[src/rtl/alu_seq_exec_pkg.sv]
// Shared op codes, FSM encoding and decode helpers for the sequential execute ALU.
package alu_pkg;

    localparam logic [4:0] ALU_ADD = 5'b00000;
    localparam logic [4:0] ALU_OR  = 5'b00001;
    localparam logic [4:0] ALU_AND = 5'b00010;
    localparam logic [4:0] ALU_SUB = 5'b00110;
    localparam logic [4:0] ALU_SLT = 5'b00111;
    localparam logic [4:0] ALU_NOR = 5'b01100;
    localparam logic [4:0] ALU_XOR = 5'b01101;
    localparam logic [4:0] ALU_SRL = 5'b10000;
    localparam logic [4:0] ALU_SRA = 5'b11000;
    localparam logic [4:0] ALU_SLL = 5'b11001;

    localparam logic [1:0] ST_IDLE  = 2'd0;
    localparam logic [1:0] ST_SHIFT = 2'd1;
    localparam logic [1:0] ST_DONE  = 2'd2;

    function automatic logic is_shift(input logic [4:0] conf);
        return (conf == ALU_SRL) || (conf == ALU_SRA) || (conf == ALU_SLL);
    endfunction

endpackage

[src/rtl/alu_seq_exec_if.sv]
// Request/response handshake bundle between the controller and the execute ALU.
interface alu_seq_exec_if #(
    parameter int WIDTH = 32
);
    logic             in_valid;
    logic             in_ready;
    logic [4:0]       ALUConf;
    logic             Sign;
    logic [WIDTH-1:0] A;
    logic [WIDTH-1:0] B;
    logic             out_valid;
    logic             out_ready;
    logic [WIDTH-1:0] Result;
    logic             Zero;
    logic             Overflow;

    // Controller side: offers ops, consumes results.
    modport master (
        output in_valid, ALUConf, Sign, A, B, out_ready,
        input  in_ready, out_valid, Result, Zero, Overflow
    );

    // ALU side.
    modport slave (
        input  in_valid, ALUConf, Sign, A, B, out_ready,
        output in_ready, out_valid, Result, Zero, Overflow
    );
endinterface

[src/rtl/alu_comb_core.sv]
// Single-cycle ALU datapath: logic/arith ops, set-less-than and signed overflow.
// Shift codes pass B through, which is the correct result for a zero shift amount.
module alu_comb_core
    import alu_pkg::*;
#(
    parameter int WIDTH = 32
) (
    input  logic [4:0]       conf_i,
    input  logic             sign_i,
    input  logic [WIDTH-1:0] a_i,
    input  logic [WIDTH-1:0] b_i,
    output logic [WIDTH-1:0] res_o,
    output logic             ovf_o
);
    localparam int M = WIDTH - 1;

    logic [WIDTH-1:0] sum, diff;
    logic             lt;

    assign sum  = a_i + b_i;
    assign diff = a_i + ~b_i + {{(WIDTH-1){1'b0}}, 1'b1};
    assign lt   = sign_i ? ($signed(a_i) < $signed(b_i)) : (a_i < b_i);

    // Op select; overflow only for signed ADD/SUB.
    always_comb begin
        res_o = sum;
        ovf_o = 1'b0;
        case (conf_i)
            ALU_ADD: begin
                res_o = sum;
                ovf_o = sign_i && (a_i[M] == b_i[M]) && (sum[M] != a_i[M]);
            end
            ALU_SUB: begin
                res_o = diff;
                ovf_o = sign_i && (a_i[M] != b_i[M]) && (diff[M] != a_i[M]);
            end
            ALU_OR:  res_o = a_i | b_i;
            ALU_AND: res_o = a_i & b_i;
            ALU_NOR: res_o = ~(a_i | b_i);
            ALU_XOR: res_o = a_i ^ b_i;
            ALU_SLT: res_o = {{(WIDTH-1){1'b0}}, lt};
            ALU_SRL, ALU_SRA, ALU_SLL: res_o = b_i;
            default: res_o = sum;
        endcase
    end
endmodule

[src/rtl/alu_seq_exec.sv]
// Execute-stage ALU: one-cycle logic/arith, bit-serial shifts, valid/ready on both sides.
// The result register doubles as the shift register while a shift is in flight.
module alu_seq_exec
    import alu_pkg::*;
#(
    parameter int WIDTH = 32,
    parameter int SHW   = 5
) (
    input logic          clk,
    input logic          reset,
    alu_seq_exec_if.slave bus
);
    logic [1:0]       state_q, state_d;
    logic [WIDTH-1:0] res_q, res_d;
    logic             zero_q, zero_d;
    logic             ovf_q, ovf_d;
    logic [SHW-1:0]   cnt_q, cnt_d;
    logic             left_q, left_d;
    logic             arith_q, arith_d;

    logic [WIDTH-1:0] core_res;
    logic             core_ovf;
    logic [WIDTH-1:0] shifted;
    logic [SHW-1:0]   shamt;

    alu_comb_core #(.WIDTH(WIDTH)) u_core (
        .conf_i (bus.ALUConf),
        .sign_i (bus.Sign),
        .a_i    (bus.A),
        .b_i    (bus.B),
        .res_o  (core_res),
        .ovf_o  (core_ovf)
    );

    assign shamt = bus.A[SHW-1:0];

    // One-bit step of the in-flight shift.
    always_comb begin
        if (left_q)
            shifted = {res_q[WIDTH-2:0], 1'b0};
        else
            shifted = {arith_q & res_q[WIDTH-1], res_q[WIDTH-1:1]};
    end

    // FSM and datapath next state.
    always_comb begin
        state_d = state_q;
        res_d   = res_q;
        ovf_d   = ovf_q;
        cnt_d   = cnt_q;
        left_d  = left_q;
        arith_d = arith_q;
        case (state_q)
            ST_IDLE: begin
                if (bus.in_valid) begin
                    if (is_shift(bus.ALUConf) && (shamt != '0)) begin
                        res_d   = bus.B;
                        ovf_d   = 1'b0;
                        cnt_d   = shamt;
                        left_d  = bus.ALUConf[0];
                        arith_d = bus.ALUConf[3];
                        state_d = ST_SHIFT;
                    end else begin
                        res_d   = core_res;
                        ovf_d   = core_ovf;
                        state_d = ST_DONE;
                    end
                end
            end
            ST_SHIFT: begin
                res_d = shifted;
                cnt_d = cnt_q - SHW'(1);
                if (cnt_q == SHW'(1))
                    state_d = ST_DONE;
            end
            ST_DONE: begin
                if (bus.out_ready)
                    state_d = ST_IDLE;
            end
            default: state_d = ST_IDLE;
        endcase
        zero_d = (res_d == '0);
    end

    // State registers with synchronous active-low reset.
    always_ff @(posedge clk) begin
        if (!reset) begin
            state_q <= ST_IDLE;
            res_q   <= '0;
            zero_q  <= 1'b1;
            ovf_q   <= 1'b0;
            cnt_q   <= '0;
            left_q  <= 1'b0;
            arith_q <= 1'b0;
        end else begin
            state_q <= state_d;
            res_q   <= res_d;
            zero_q  <= zero_d;
            ovf_q   <= ovf_d;
            cnt_q   <= cnt_d;
            left_q  <= left_d;
            arith_q <= arith_d;
        end
    end

    assign bus.in_ready  = (state_q == ST_IDLE);
    assign bus.out_valid = (state_q == ST_DONE);
    assign bus.Result    = res_q;
    assign bus.Zero      = zero_q;
    assign bus.Overflow  = ovf_q;
endmodule

[src/flat_wrapper.sv]
// flat-port wrapper written by rule: the top's interface ports become plain ports
module alu_seq_exec_flat import alu_pkg::*;
#(
    parameter int WIDTH = 32,
    parameter int SHW   = 5
)
  (clk, reset, bus_in_valid, bus_ALUConf, bus_Sign, bus_A, bus_B, bus_out_ready, bus_in_ready, bus_out_valid, bus_Result, bus_Zero, bus_Overflow);
  alu_seq_exec_if #(.WIDTH(WIDTH)) bus_i ();
  input logic clk;
  input logic reset;
  input wire logic [$bits(bus_i.in_valid)-1:0] bus_in_valid;
  input wire logic [$bits(bus_i.ALUConf)-1:0] bus_ALUConf;
  input wire logic [$bits(bus_i.Sign)-1:0] bus_Sign;
  input wire logic [$bits(bus_i.A)-1:0] bus_A;
  input wire logic [$bits(bus_i.B)-1:0] bus_B;
  input wire logic [$bits(bus_i.out_ready)-1:0] bus_out_ready;
  output wire logic [$bits(bus_i.in_ready)-1:0] bus_in_ready;
  output wire logic [$bits(bus_i.out_valid)-1:0] bus_out_valid;
  output wire logic [$bits(bus_i.Result)-1:0] bus_Result;
  output wire logic [$bits(bus_i.Zero)-1:0] bus_Zero;
  output wire logic [$bits(bus_i.Overflow)-1:0] bus_Overflow;
  assign bus_i.in_valid = bus_in_valid;
  assign bus_i.ALUConf = bus_ALUConf;
  assign bus_i.Sign = bus_Sign;
  assign bus_i.A = bus_A;
  assign bus_i.B = bus_B;
  assign bus_i.out_ready = bus_out_ready;
  assign bus_in_ready = bus_i.in_ready;
  assign bus_out_valid = bus_i.out_valid;
  assign bus_Result = bus_i.Result;
  assign bus_Zero = bus_i.Zero;
  assign bus_Overflow = bus_i.Overflow;
  alu_seq_exec #(.WIDTH(WIDTH), .SHW(SHW)) u_core (.clk(clk), .reset(reset), .bus(bus_i));
endmodule
[config.mk]
export PLATFORM = sky130hd
export DESIGN_NAME = alu_seq_exec_flat
export DESIGN_NICKNAME = d
export VERILOG_FILES = /design/src/rtl/alu_seq_exec_pkg.sv /design/src/rtl/alu_seq_exec_if.sv /design/src/rtl/alu_comb_core.sv /design/src/rtl/alu_seq_exec.sv /design/src/flat_wrapper.sv
export SDC_FILE = /design/constraint.sdc
export NUM_CORES = 1
export LEC_CHECK = 0
export ABC_CLOCK_PERIOD_IN_PS = 7600
export CAP_MARGIN = 10
export CORE_ASPECT_RATIO = 0.9
export CORE_MARGIN = 3
export CORE_UTILIZATION = 40
export CTS_BUF_LIST = sky130_fd_sc_hd__clkbuf_4 sky130_fd_sc_hd__clkbuf_8 sky130_fd_sc_hd__clkbuf_16
export CTS_CLUSTER_DIAMETER = 60
export DETAILED_ROUTE_END_ITERATION = 16
export GPL_ROUTABILITY_DRIVEN = 0
export HOLD_SLACK_MARGIN = 0.12
export PLACE_DENSITY = 0.73
export SLEW_MARGIN = 20
export SYNTH_ARGS = -nofsm -noshare
export SYNTH_HDL_FRONTEND = slang
export SYNTH_HIERARCHICAL = 1
export SYNTH_SLANG_ARGS = --single-unit
[constraint.sdc]
create_clock -name clk -period 7.6 [get_ports clk]
set_input_delay 1.52 -clock clk [delete_from_list [all_inputs] [get_ports clk]]
set_output_delay 1.52 -clock clk [all_outputs]
set_load 0.05 [all_outputs]
==> Word level (Yosys, flattened, before mapping) <==
Cells that the tools add are included.
{ "totals": {"register_bits": 43, "in_bits": 74, "output_inout_bits": 36, "elab_cells": 72} }
{ "op_classes": {"addsub": 4, "order_cmp": 2, "eq_ne": 20, "n_mux": 16, "bitwise": 6, "n_reduce_logical": 17} }
{ "op_table": {"columns": ["op", "n"], "rows": [
  ["32-bit case mux with 7 select lines", 1],
  ["32-bit two-way mux", 3],
  ["32-bit adder", 2],
  ["32-bit < comparator", 2],
  ["32-bit inverter", 2],
  ["32-bit case mux with 2 select lines", 1],
  ["32-bit by 1-bit adder with 32-bit output, second input constant", 1],
  ["32-bit bitwise AND", 1],
  ["32-bit zero test", 1],
  ["32-bit OR", 1],
  ["32-bit XOR", 1],
  ["5-bit equality test, second input constant", 3],
  ["5-bit by 1-bit equality test with 1-bit output, second input constant", 2],
  ["5-bit by 3-bit equality test with 1-bit output, second input constant", 2],
  ["5-bit by 4-bit equality test with 1-bit output, second input constant", 2],
  ["5-bit two-way mux", 2],
  ["5-bit case mux with 2 select lines", 1],
  ["3-bit AND reduction", 3],
  ["2-bit two-way mux", 4],
  ["2-bit case mux with 3 select lines", 1],
  ["5-bit by 2-bit equality test with 1-bit output, second input constant", 1],
  ["1-bit logical AND", 5],
  ["5-bit zero test", 1],
  ["5-bit nonzero test", 1],
  ["other kinds (15)", 21]
]} }

==> Depth between registers and ports, before layout <==
{ "logic_depth": {"depth_word": 8, "ltp_mapped": 17, "mapped_depth_nobuf": 17} }

==> Modules after synthesis <==
The synthesis kept the hierarchy.
{ "modules_own_cells": {"columns": ["mod", "instances", "cells_per_inst", "area_per_inst_um2", "seq_area_each_um2"], "rows": [
  ["alu_comb_core", 1, 852, 5539.1, 0.0],
  ["alu_seq_exec", 1, 326, 2721.4, 860.8]
]} }

==> Least setup slack after synthesis <==
No wires, ideal clock.
{ "synth_timing": {"path_type": "input-to-reg", "start": "in bus_A[0]", "end": "reg u_core.zero_q, in the netlist u_core/bus.Zero", "setup_ns": 0.087, "t_arrival_ns": 4.607, "t_required_ns": 7.513, "path_slack_ns": 2.906, "cell_stages": 17, "n_path_buf": 0, "cell_sequence": "inv_1 ha_1 fa_1 o21bai_1 nand2_1 a21boi_0 a31oi_4 a211oi_1 a211oi_2 a211o_1 nand3_1 o2111ai_1 mux2i_1 o21ai_0 nor4_1 nand4_1 o31ai_1"} }
{ "synth_via": {"elab_chain_cells": 7, "word_cells_on_any_way": 17, "classes_between": "add/sub (3); order compare (2); mux (5); bitwise (4); reduce/logical (3)"} }
{ "synth_rtl": {"columns": ["item", "line_no", "rtl"], "rows": [
  ["start, declared", "flat_wrapper.sv:14", "input wire logic [$bits(bus_i.A)-1:0] bus_A;"],
  ["32-bit adder", "alu_comb_core.sv:21", "assign diff = a_i + ~b_i + {{(WIDTH-1){1'b0}}, 1'b1};"],
  ["32-bit by 1-bit adder with 32-bit output", "alu_comb_core.sv:21", null],
  ["32-bit case mux with 7 select lines (*)", "alu_comb_core.sv:28", "case (conf_i)"],
  ["named net u_core.core_res[28]", "alu_seq_exec.sv:21", "logic [WIDTH-1:0] core_res;"],
  ["32-bit two-way mux (*)", "alu_seq_exec.sv:56", "if (is_shift(bus.ALUConf) && (shamt != '0)) begin"],
  ["32-bit two-way mux (*)", "alu_seq_exec.sv:55", "if (bus.in_valid) begin"],
  ["32-bit case mux with 2 select lines (*)", "alu_seq_exec.sv:53", "case (state_q)"],
  ["32-bit zero test (*)", "alu_seq_exec.sv:82", "zero_d = (res_d == '0);"],
  ["end signal, assigned", "alu_seq_exec.sv:98", "zero_q <= zero_d;"],
  ["end, declared", "alu_seq_exec.sv:15", "logic zero_q, zero_d;"]
]} }
Mark *: on every way through the listed nets, which the timed path passes. The rest lies on a longest branch.
A chain may end at the register's enable or synchronous reset.

==> Worst setup path after layout <==
Same ends and word-level chain as after synthesis.

==> out/results.tsv <==
stage	metric	value	unit
timing	Fin Setup TNS	0	ns
setup_path	CP Capture Point	u_core/bus.Zero	
setup_path	reg2reg start	u_core/state_q[1]	
power_and_ir_drop	internal power	0.659	mW
global_route	pin count of the biggest net entering global routing	35	
clocking	CTS tree	built	
run_status	outcome	complete, no violations	
power_and_ir_drop	Comb power frac	58.9	%
setup_path	CP startpoint kind	input pin	
final_layout	Final Core Density	47.7	%
timing	Final Cycle Share	82.1	%
clocking	worst-case clock buffer depth	2	
final_layout	ant diodes	0	
drt	Vias/cell	6.37	
setup_path	Reg2Reg Depth	8	
global_route	Overall Global Routing Usage	25.0	%
floorplanning	Die Ht	142	microns
setup_path	Arr. time, crit path	6.43	ns
yosys	Mean Syn Cell Area	7.01	sq um
yosys	Synth area leaders	ha_1, dfxtp_1, mux2i_1, a21oi_1, nor2_1	
clocking	post-CTS resize count	0	
placed_design	number of cells after detailed placement	1478	
setup_path	CP Max Fanout	6	
setup_path	worst path required time	7.79	ns
final_layout	layout cells sized above 1	4.31	%
yosys	#FFs+latches synth	43	
placed_design	Buffers on Ports	109	
drt	drt wl/cell	19.7	microns
run	Max-Cap Viols	0	
final_layout	post-layout instance area	9600	sq um
clocking	clock slew at reported path FFs	0.06	ns
global_route	initial antenna violation count	0	
yosys	Cell variety after synth	86	
clocking	Num Clock Sinks	43	
floorplanning	IO Count	110	
yosys	Syn. warnings	6	
clocking	cts hold-fix bufs	0	
hold_path	worst hold path type	register to register	
floorplanning	die area	22400	sq um
timing	Slew headroom	29.9	%
setup_path	Setup crit start	bus_A[0]	
placed_design	HPWL after detailed placement	22100	microns
timing	Slew Viols, Final	0	
final_layout	Layout area overhead	16.2	%
clocking	Clock Tree Root	clkbuf_16	
timing	RSZ-0062 raised after global routing	false	
power_and_ir_drop	Leak	4.05	nW
floorplanning	Core Area	20100	sq um
final_layout	commonest non-fill, non-tap cell in the layout	nor2_1	
yosys	top_reg_cell synth	dfxtp_1	
global_route	vias in the first global route	8603	
power_and_ir_drop	switching portion of total power	46.0	%
final_layout	register area	862	sq um
drt	remaining antenna violation count	0	
setup_path	crit end category	register	
timing	final clock skew	0.00395	ns
placed_design	Post-DP Area	9440	sq um
global_route	Overflow after GRT	0	
power_and_ir_drop	clock group share of total power	18.8	%
final_layout	commonest non-fill, non-tap cells in the layout	nor2_1, clkdlybuf4s50_1, inv_1	
power_and_ir_drop	Psw	0.561	mW
yosys	Synth Cell Area	8260	sq um
timing	fmax	0.160	GHz
setup_path	reg2reg end	u_core/bus.Zero	
yosys	Gate Count Post-Synth	1178	
timing	WHS	0.463	ns
clocking	worst skew pair latency	0.28	ns
drt	Detailed Routing Iterations Pass 1	7	
setup_path	worst setup path class	input pin to register	
global_route	first-pass GRT wire length	45900	microns
clocking	postcts setup bufs	0	
final_layout	Final Non-Filler Cells	1486	
yosys	leading area contributor after synthesis	ha_1	
floorplanning	Initial Util	41.1	%
floorplanning	Die X	157	microns
final_layout	# nets final	1404	
drt	DR iter-0 viols	1101	
hold_path	Hold Crit Depth	2	
drt	Vias	9459	
yosys	post-synth top area share	14.8	%
power_and_ir_drop	Peak VDD IR	0.0848	mV
clocking	number of H-tree levels	2	
yosys	number of synthesized flops with an enable pin	0	
power_and_ir_drop	pwr/cell area	127	nW/um^2
drt	Residual DRC	0	
timing	min Tclk post-route	6.24	ns
yosys	sequential share of the synthesized area	10.4	%
yosys	syn nets	1352	
timing	final hold violations	0	
clocking	CTS Buf Count	5	
timing	Slew @ Worst Pin	1.05	ns
final_layout	Filler cells	2025	
drt	DRT Wirelength	29200	microns
yosys	async set-reset flop share out of synthesis	0	%
timing	Setup-failing EPs final	0	
power_and_ir_drop	Seq pwr share	22.3	%
setup_path	Reg2Reg Setup Slack	4.78	ns
final_layout	area of the multi-input gates	6660	sq um
floorplanning	std cell rows	49	
-- registers in the layout, summed over array words and instances, names as in the netlist --
register and flops:
u_core/arith_q 1, u_core/bus.Overflow 1, u_core/bus.Result 32, u_core/bus.Zero 1
u_core/cnt_q 5, u_core/left_q 1, u_core/state_q 2
-- synth_stat cells (all sizes together), types with 22 or more instances --
master / n
nor2: 110
inv: 104
ha: 98
a21oi: 94
nand2: 92
o21ai: 92
mux2i: 73
clkbuf: 57
dfxtp: 43
and2: 36
a221oi: 28
nor3: 28
o21bai: 25
buf: 22
-- cell families (layout without fill, tap and decap cells) --
group                    Yosys count  after routing  share of synthesized area (%)
flip-flops                        43             43                           10.4
buffers and inverters            183            236                           9.13
AND/OR/NAND/NOR                  358            358                           20.9
multiplexers                      76             76                           9.25
adder cells (fa/ha/maj)          100            100                           15.3
AO/OA/AOI/OAI                    413            413                           34.5
XOR/XNOR                           5              5                          0.530
-- worst max-delay path: stages --
cell and delay (ns):
clkdlybuf4s50_1 0.63, inv_1 0.11, ha_1 0.24, fa_1 0.42, o21bai_1 0.22, nand2_1 0.08
a21boi_0 0.43, a31oi_4 0.21, o21ai_0 0.33, a21oi_1 0.12, nor2_1 0.30, o221a_2 0.25
o211ai_1 0.08, mux2i_1 0.31, o21ai_1 0.24, nor4_1 0.54, nand4_1 0.18, o31ai_1 0.22
-- worst min path at each step --
stage,from,endpoint,slack [ns]
after global routing,u_core/bus.Overflow,u_core/bus.Overflow,0.50
after detailed placement,u_core/bus.Overflow,u_core/bus.Overflow,0.45
after CTS,u_core/bus.Overflow,u_core/bus.Overflow,0.46
final,u_core/bus.Overflow,u_core/bus.Overflow,0.46
after floorplan,u_core/cnt_q[1],u_core/cnt_q[1],0.45
after global placement,u_core/bus.Overflow,u_core/bus.Overflow,0.45
-- power groups by stage --
stage	clock network, mW	registers [mW]	logic (mW)
after floorplan	0	0.331	0.413
after global placement	0	0.276	0.688
after detailed placement	0	0.276	0.695
after CTS	0.232	0.272	0.699
after global routing	0.241	0.275	0.773
final	0.229	0.272	0.718
-- layout make-up --
class	count	share of cell area, %
clock buffer	8	1.67
multi-input combinational	952	69.4
tap	255	3.33
timing repair buffer	124	12.5
sequential	43	8.98
inverter	104	4.07
-- layer usage --
layer / global-route usage (%) / vias up / part of all wire, %
met5: 0 / - / 0
met1: 34.7 / 4351 / 42
met3: 3.71 / 96 / 9.4
li1: - / 4440 / -
met4: 10.5 / 0 / 4.4
met2: 38.6 / 572 / 44
-- per-stage QoR --
| step | setup slack (ns) | total power [mW] |
|---|---|---|
| after global routing | 1.03 | 1.29 |
| after detailed placement | 1.22 | 0.971 |
| after floorplan | 2.91 | 0.744 |
| final | 1.36 | 1.22 |
| after CTS | 1.46 | 1.20 |
| after global placement | 1.23 | 0.964 |
(Power assumes the default switching activity.)
